$ cat src/rtl/key_expand_128.sv
// AES-128 key schedule: emits round keys 0..10 under a valid/ready handshake, SubWord done externally.
// Optional round-key store enabled by defining KEY_EXPAND_CACHE_EN.
module key_expand_128 (
    input  logic         clk,
    input  logic         rst,
    input  logic         start,
    input  logic [127:0] key_in,
    output logic [31:0]  sw_out,
    input  logic [31:0]  sw_in,
    input  logic         rk_ready,
    output logic         rk_valid,
    output logic [127:0] round_key,
    output logic [3:0]   round_num,
    output logic         busy,
    output logic         done,
    input  logic [3:0]   rd_addr,
    output logic [127:0] rd_key
);

    localparam logic [0:0] IDLE   = 1'b0;
    localparam logic [0:0] EXPAND = 1'b1;

    logic [0:0]   state;
    logic [127:0] w;
    logic [7:0]   rcon;
    logic [31:0]  t;
    logic [31:0]  w0n, w1n, w2n, w3n;
    logic         handshake;

    // Rcon for the round being produced, i.e. Rcon[round_num+1]
    always_comb begin
        rcon = 8'h00;
        case (round_num)
            4'd0:    rcon = 8'h01;
            4'd1:    rcon = 8'h02;
            4'd2:    rcon = 8'h04;
            4'd3:    rcon = 8'h08;
            4'd4:    rcon = 8'h10;
            4'd5:    rcon = 8'h20;
            4'd6:    rcon = 8'h40;
            4'd7:    rcon = 8'h80;
            4'd8:    rcon = 8'h1b;
            4'd9:    rcon = 8'h36;
            default: rcon = 8'h00;
        endcase
    end

    assign sw_out    = {w[23:0], w[31:24]};
    assign t         = sw_in ^ {rcon, 24'h000000};
    assign w0n       = w[127:96] ^ t;
    assign w1n       = w[95:64]  ^ w0n;
    assign w2n       = w[63:32]  ^ w1n;
    assign w3n       = w[31:0]   ^ w2n;
    assign handshake = (state == EXPAND) && rk_valid && rk_ready;
    assign busy      = (state == EXPAND);
    assign round_key = w;

    always_ff @(posedge clk) begin
        if (rst) begin
            state     <= IDLE;
            w         <= '0;
            round_num <= '0;
            rk_valid  <= 1'b0;
            done      <= 1'b0;
        end else begin
            done <= 1'b0;
            case (state)
                IDLE: begin
                    if (start) begin
                        w         <= key_in;
                        round_num <= 4'd0;
                        rk_valid  <= 1'b1;
                        state     <= EXPAND;
                    end
                end
                EXPAND: begin
                    if (handshake) begin
                        if (round_num == 4'd10) begin
                            rk_valid <= 1'b0;
                            done     <= 1'b1;
                            state    <= IDLE;
                        end else begin
                            w         <= {w0n, w1n, w2n, w3n};
                            round_num <= round_num + 4'd1;
                        end
                    end
                end
                default: state <= IDLE;
            endcase
        end
    end

`ifdef KEY_EXPAND_CACHE_EN
    logic [127:0] store [11];

    always_ff @(posedge clk) begin
        if (rst) begin
            for (int i = 0; i < 11; i++) store[i] <= '0;
        end else if (handshake) begin
            for (int i = 0; i < 11; i++) begin
                if (round_num == 4'(i)) store[i] <= w;
            end
        end
    end

    // Indices 11..15 match no entry and read back as zero
    always_comb begin
        rd_key = '0;
        for (int i = 0; i < 11; i++) begin
            if (rd_addr == 4'(i)) rd_key = store[i];
        end
    end
`else
    // rd_addr is folded in only so the port stays referenced; the result is always zero
    assign rd_key = {128{1'b0}} & {128{^rd_addr}};
`endif

endmodule

$ cat config.mk
export PLATFORM = sky130hd
export DESIGN_NAME = key_expand_128
export DESIGN_NICKNAME = d
export VERILOG_FILES = /design/src/rtl/key_expand_128.sv
export SDC_FILE = /design/constraint.sdc
export NUM_CORES = 1
export LEC_CHECK = 0
export ABC_AREA = 1
export BUFFER_PORTS_ARGS = -buffer_cell sky130_fd_sc_hd__buf_2
export CELL_PAD_IN_SITES_DETAIL_PLACEMENT = 1
export CELL_PAD_IN_SITES_GLOBAL_PLACEMENT = 2
export CORE_MARGIN = 5
export CORE_UTILIZATION = 23
export CTS_BUF_LIST = sky130_fd_sc_hd__clkbuf_16
export DETAILED_ROUTE_END_ITERATION = 12
export GPL_TIMING_DRIVEN = 0
export PLACE_DENSITY_LB_ADDON = 0.1
export SYNTH_ARGS = -nofsm -noshare
export SYNTH_HDL_FRONTEND = slang
export SYNTH_SLANG_ARGS = --single-unit
$ cat constraint.sdc
create_clock -name clk -period 2.35 [get_ports clk]
set_input_delay 0.5875 -clock clk [delete_from_list [all_inputs] [get_ports clk]]
set_output_delay 0.5875 -clock clk [all_outputs]
set_load 0.02 [all_outputs]
# ---- Word-level counts from Yosys, hierarchy flattened
# Memories as Yosys holds them, arrays and structs flattened. A register that Yosys moved wholly into a read port is not among the register bits.
# Index checks and enable logic that the tools add are counted.
dict set report op_classes {
  n_addsub 1
  eq_ne 5
  muxes 19
  n_bitwise 7
  reduce_logical 5
}
# cell count
set op_table {}
lappend op_table {{128-bit 2-to-1 mux} 3}
lappend op_table {{128-bit case mux with 2 select lines} 1}
lappend op_table {{32-bit bitwise XOR} 5}
lappend op_table {{4-bit 2-to-1 mux} 5}
lappend op_table {{4-bit case mux with 2 select lines} 1}
lappend op_table {{1-bit 2-to-1 mux} 7}
lappend op_table {{3-bit AND reduction} 2}
lappend op_table {{4-bit by 1-bit adder with 4-bit output (second input constant)} 1}
lappend op_table {{4-bit equality test (second input constant)} 1}
lappend op_table {{2-bit by 1-bit inequality test with 1-bit output (second input constant)} 2}
lappend op_table {{2-bit inequality test (second input constant)} 2}
lappend op_table {{1-bit case mux with 2 select lines} 2}
lappend op_table {{3-bit OR reduction} 1}
lappend op_table {{1-bit logical AND} 2}
lappend op_table {{1-bit inverter} 2}
dict set report totals {
  reg_bits 135
  romBits 128
  input_bits 168
  out_inout_bits 295
  wordCells 43
  memories 1
}
# name words word_bits read_ports rd_ports_with_merged_regs write_ports line_no
set mem_list {}
lappend mem_list {{(no name shown)} 16 8 1 1 0 33} ;# case (round_num)

# ---- Logic depth before layout (Yosys ltp)
dict set report depth {
  ltp_word 8
  depth_mapped 12
  depth_no_buf 12
}

# ---- Least setup slack after synthesis
# OpenSTA, ideal clock, no wires.
dict set report synth_path {
  path_type {register to register}
  start {reg round_num[0]}
  end {reg w[108] (netlist: round_key[108])}
  setup_ns 0.136
  arrival_ns 1.766
  required_time_ns 2.214
  setup_slack_ns 0.448
  path_stages_with_launch 11
  n_path_buf 2
  synth_period_minus_slack_ns 1.902
  path_cell_list {dfxtp_1 inv_1 ha_1 nand2_1 nor2_2 o22ai_4 inv_2 buf_2 buf_2 a211oi_1 a211oi_2}
}
dict set report synth_via {
  elab_chain_len 3
}
# item line_no
set synth_rtl {}
lappend synth_rtl {{from (decl)} 13} ;# output logic [3:0] round_num,
lappend synth_rtl {{from (signal assigned)} 84} ;# round_num <= round_num + 4'd1;
lappend synth_rtl {{4-bit equality test} 78} ;# if (round_num == 4'd10) begin
lappend synth_rtl {{2-bit inequality test (no source line)} --}
lappend synth_rtl {{3-bit AND reduction (no source line)} --}
lappend synth_rtl {{to (signal assigned)} 70} ;# w <= key_in;
lappend synth_rtl {{to (signal assigned)} 83} ;# w <= {w0n, w1n, w2n, w3n};
lappend synth_rtl {{to (decl)} 24} ;# logic [127:0] w;
# Every way passes these cells.
# A chain may end at the register's enable or synchronous reset.

# ---- Worst setup path in the final report
dict set report layout_path {
  start {reg round_num[0]}
  end {reg w[109] (netlist: round_key[109])}
}
# The elaborated chain is that of the path after synthesis.

==> flow_summary.yaml <==
sta:
  max_slew_margin_pct: 37.89
  rsz0062_at_grt: "false"
  max_freq_mhz: 453.0
  slew_viol_final: 0
  worst_hold_slack_ns: 0.3989
  setup_ws_ns: 0.1423
  fin_crit_ns: 2.208
  tns_ns: 0
  fin_crit_sh_pct: 93.95
  hold_viol_final: 0
  fin_skew_ns: 0.008465
  tightest_slew_ns: 0.9317
  setup_viol: 0
power:
  power_density_nw_per_um2: 698.3
  max-vdd-ir-drop_uv: 394.7
  p_leak_nw: 7.232
clock_network:
  htreeDepth: 4
  cts_buffers: 17
  cts.sinks: 143
  clock_latency_ns: 0.45
  clk_pin_slew_worst_paths_ns: 0.07
  clock_path_buffers: 2
  cts-root-buf: "clkbuf_16"
  cts_tree: "yes"
  ctsHoldBuffers: 0
die:
  ios: 463
  start_util_pct: 23.16
  fp.coreArea_um2: 41850
  dieArea_um2: 46350
  num_rows: 75
  die_h_um: 215.3
  die_w_um: 215.3
finish:
  instances_no_fill: 2553
  drive_above_1_share_pct: 28.68
  layout_commonest_cell: "nand2_1"
  final_core_util_pct: 31.34
  layout.nets: 2169
  fillers: 5475
  areaGrowthSynthToFinish_pct: 35.32
  layout_common_cells: "nand2_1, buf_2, inv_1"
global_routing:
  grt_pass1_vias: 11230
  grt_max_degree: 17
  antenna_found_initial: 11
  grt_usage_pct: 19.90
  overflow: 0
  grt_pass1_wl_um: 70170
run_status:
  status: "finished clean"
setup_path:
  path_max_fanout: 10
  r2r_cells: 10
  worst-setup-path-type: "reg2reg"
  crit-reg2reg-launch: "round_num[0]"
  critPathLaunch: "round_num[0]"
  crit_path_start_kind: "flip-flop"
  crit_chain: "inv_1, ha_1, nand2_1, nor2_2, o22ai_4, inv_2, buf_2, clkbuf_4, a211oi_1, a211oi_2"
  cp_slowest_cell: "dfxtp_1"
  arrival_ns: 2.51
  rr_endpoint: "round_key[109]"
  max_stage_delay_ns: 0.42
  cp-endpoint: "round_key[109]"
  cp.required_ns: 2.65
  r2r_slack_ns: 0.14
  endpoint_kind: "flip-flop"
synthesis:
  synth_area_per_cell_um2: 6.364
  synth_area_um2: 9693
  yosysWarningCount: 0
  ys_seq_area_share_pct: 29.53
  yosysUniqueCellTypes: 31
  ys_ff_latch: 143
  syn-instance-count: 1523
route:
  wire_per_inst_um: 18.59
  drc: 0
  antenna_left: 0
  drt-initial-drc-count: 304
  num_vias: 10870
  wl_um: 47470
  first_pass_iters: 4
  via_per_inst: 4.256
flow_run:
  drv_cap: 0
place:
  dp.cells: 2518
  port_buffers: 329
  dp_hpwl_um: 37710
  pre_cts_ws_ns: -0.3301
  gp_congestion: 0.7982
min_path:
  worst_hold_path_type: "in2reg"
==> cell families after synthesis <==
| logic type | share of synthesized area (%) |
|---|---|
| simple gates | 27.16 |
| buf+inv | 22.85 |
| compound gates | 14.65 |
| flops | 29.53 |
| xor+xnor | 5.512 |
| fa+ha+maj | 0.2581 |
| other cells | 0.03869 |
==> power by group <==
group	total [mW]	leakage [nW]	internal, mW	switching, mW
registers	2.97	1.19	2.69	0.275
logic	3.29	5.78	1.13	2.16
clock network	2.91	0.263	1.66	1.25
total	9.16	7.23	5.48	3.68
==> registers in the layout (all words and copies together), names as in the netlist <==
name / count
busy: 1
done: 1
rcon: 8
rk_valid: 1
round_key: 128
round_num: 4
==> layout make-up <==
class	instances	area, µm²	share of cell area [%]
antenna	2	5.005	0.03816
buffer	233	1548	11.80
clock buffer	17	425.4	3.243
clock inverter	15	171.4	1.307
inverter	182	683.2	5.208
multi-input combinational	1092	5092	38.82
sequential	143	2863	21.83
tap	539	674.4	5.142
timing repair buffer	330	1654	12.61
==> cell usage after synthesis (all sizes together) <==
cell type  count  area share, %
a211oi        28            2.3
a21oi        131            6.8
a31oi         10           0.65
buf          197             14
clkbuf        36            1.4
clkinv         1          0.039
conb           1          0.039
dfxtp        143             30
ha             2           0.26
inv          181            7.0
nand2        423             16
nand3        147            7.6
nand4          2           0.13
nor2          58            2.4
nor3           2           0.10
o211ai         2           0.15
o21ai         87            4.5
o21bai         1          0.077
o22ai          1           0.21
or2            9           0.58
xnor2         11           0.99
xor2          50            4.5
==> repair_timing <==
| item | CTS | global route |
|---|---|---|
| gates cloned | 0 | 0 |
| endpoints found under the setup margin | 12 | 56 |
| pin swaps | 0 | 1 |
| resized for setup | 4 | 10 |
| setup buffers | 0 | 1 |
==> worst max-delay path, delay by kind of cell, from the launching register on <==
family	cells	cell delay (ns)
AND/OR/NAND/NOR	2	0.16
adder cells (fa/ha/maj)	1	0.21
buffers and inverters	4	0.66
flip-flops	1	0.42
AO/OA/AOI/OAI	3	0.61
==> stage by stage <==
stage	total power, mW	instance area (µm²)
detailed placement	6.339	12490
global placement	6.292	12490
finish	9.159	13120
CTS	9.302	13090
floorplan	5.145	10170
global route	9.757	13110
==> worst min path at each step <==
stage	from	endpoint	slack [ns]	cells after the start
3_5_place_dp	round_key[18]	round_key[18]	0.49	2
3_3_place_gp	round_key[98]	round_key[98]	0.49	2
5_1_grt	key_in[112]	round_key[112]	0.38	3
6_report	key_in[115]	round_key[115]	0.40	3
2_1_floorplan	round_key[14]	round_key[14]	0.56	2
4_1_cts	key_in[112]	round_key[112]	0.38	3
==> routing by layer <==
| metal | vias to the layer above | part of all wire, % | track usage [%] |
|---|---|---|---|
| met3 | 46 | 5.9 | 6.108 |
| met5 | - | 0.25 | 0 |
| met2 | 258 | 50 | 35.44 |
| met4 | 18 | 1.2 | 3.712 |
| met1 | 5055 | 43 | 23.84 |
| li1 | 5489 | - | - |
(Power assumes the default switching activity.)
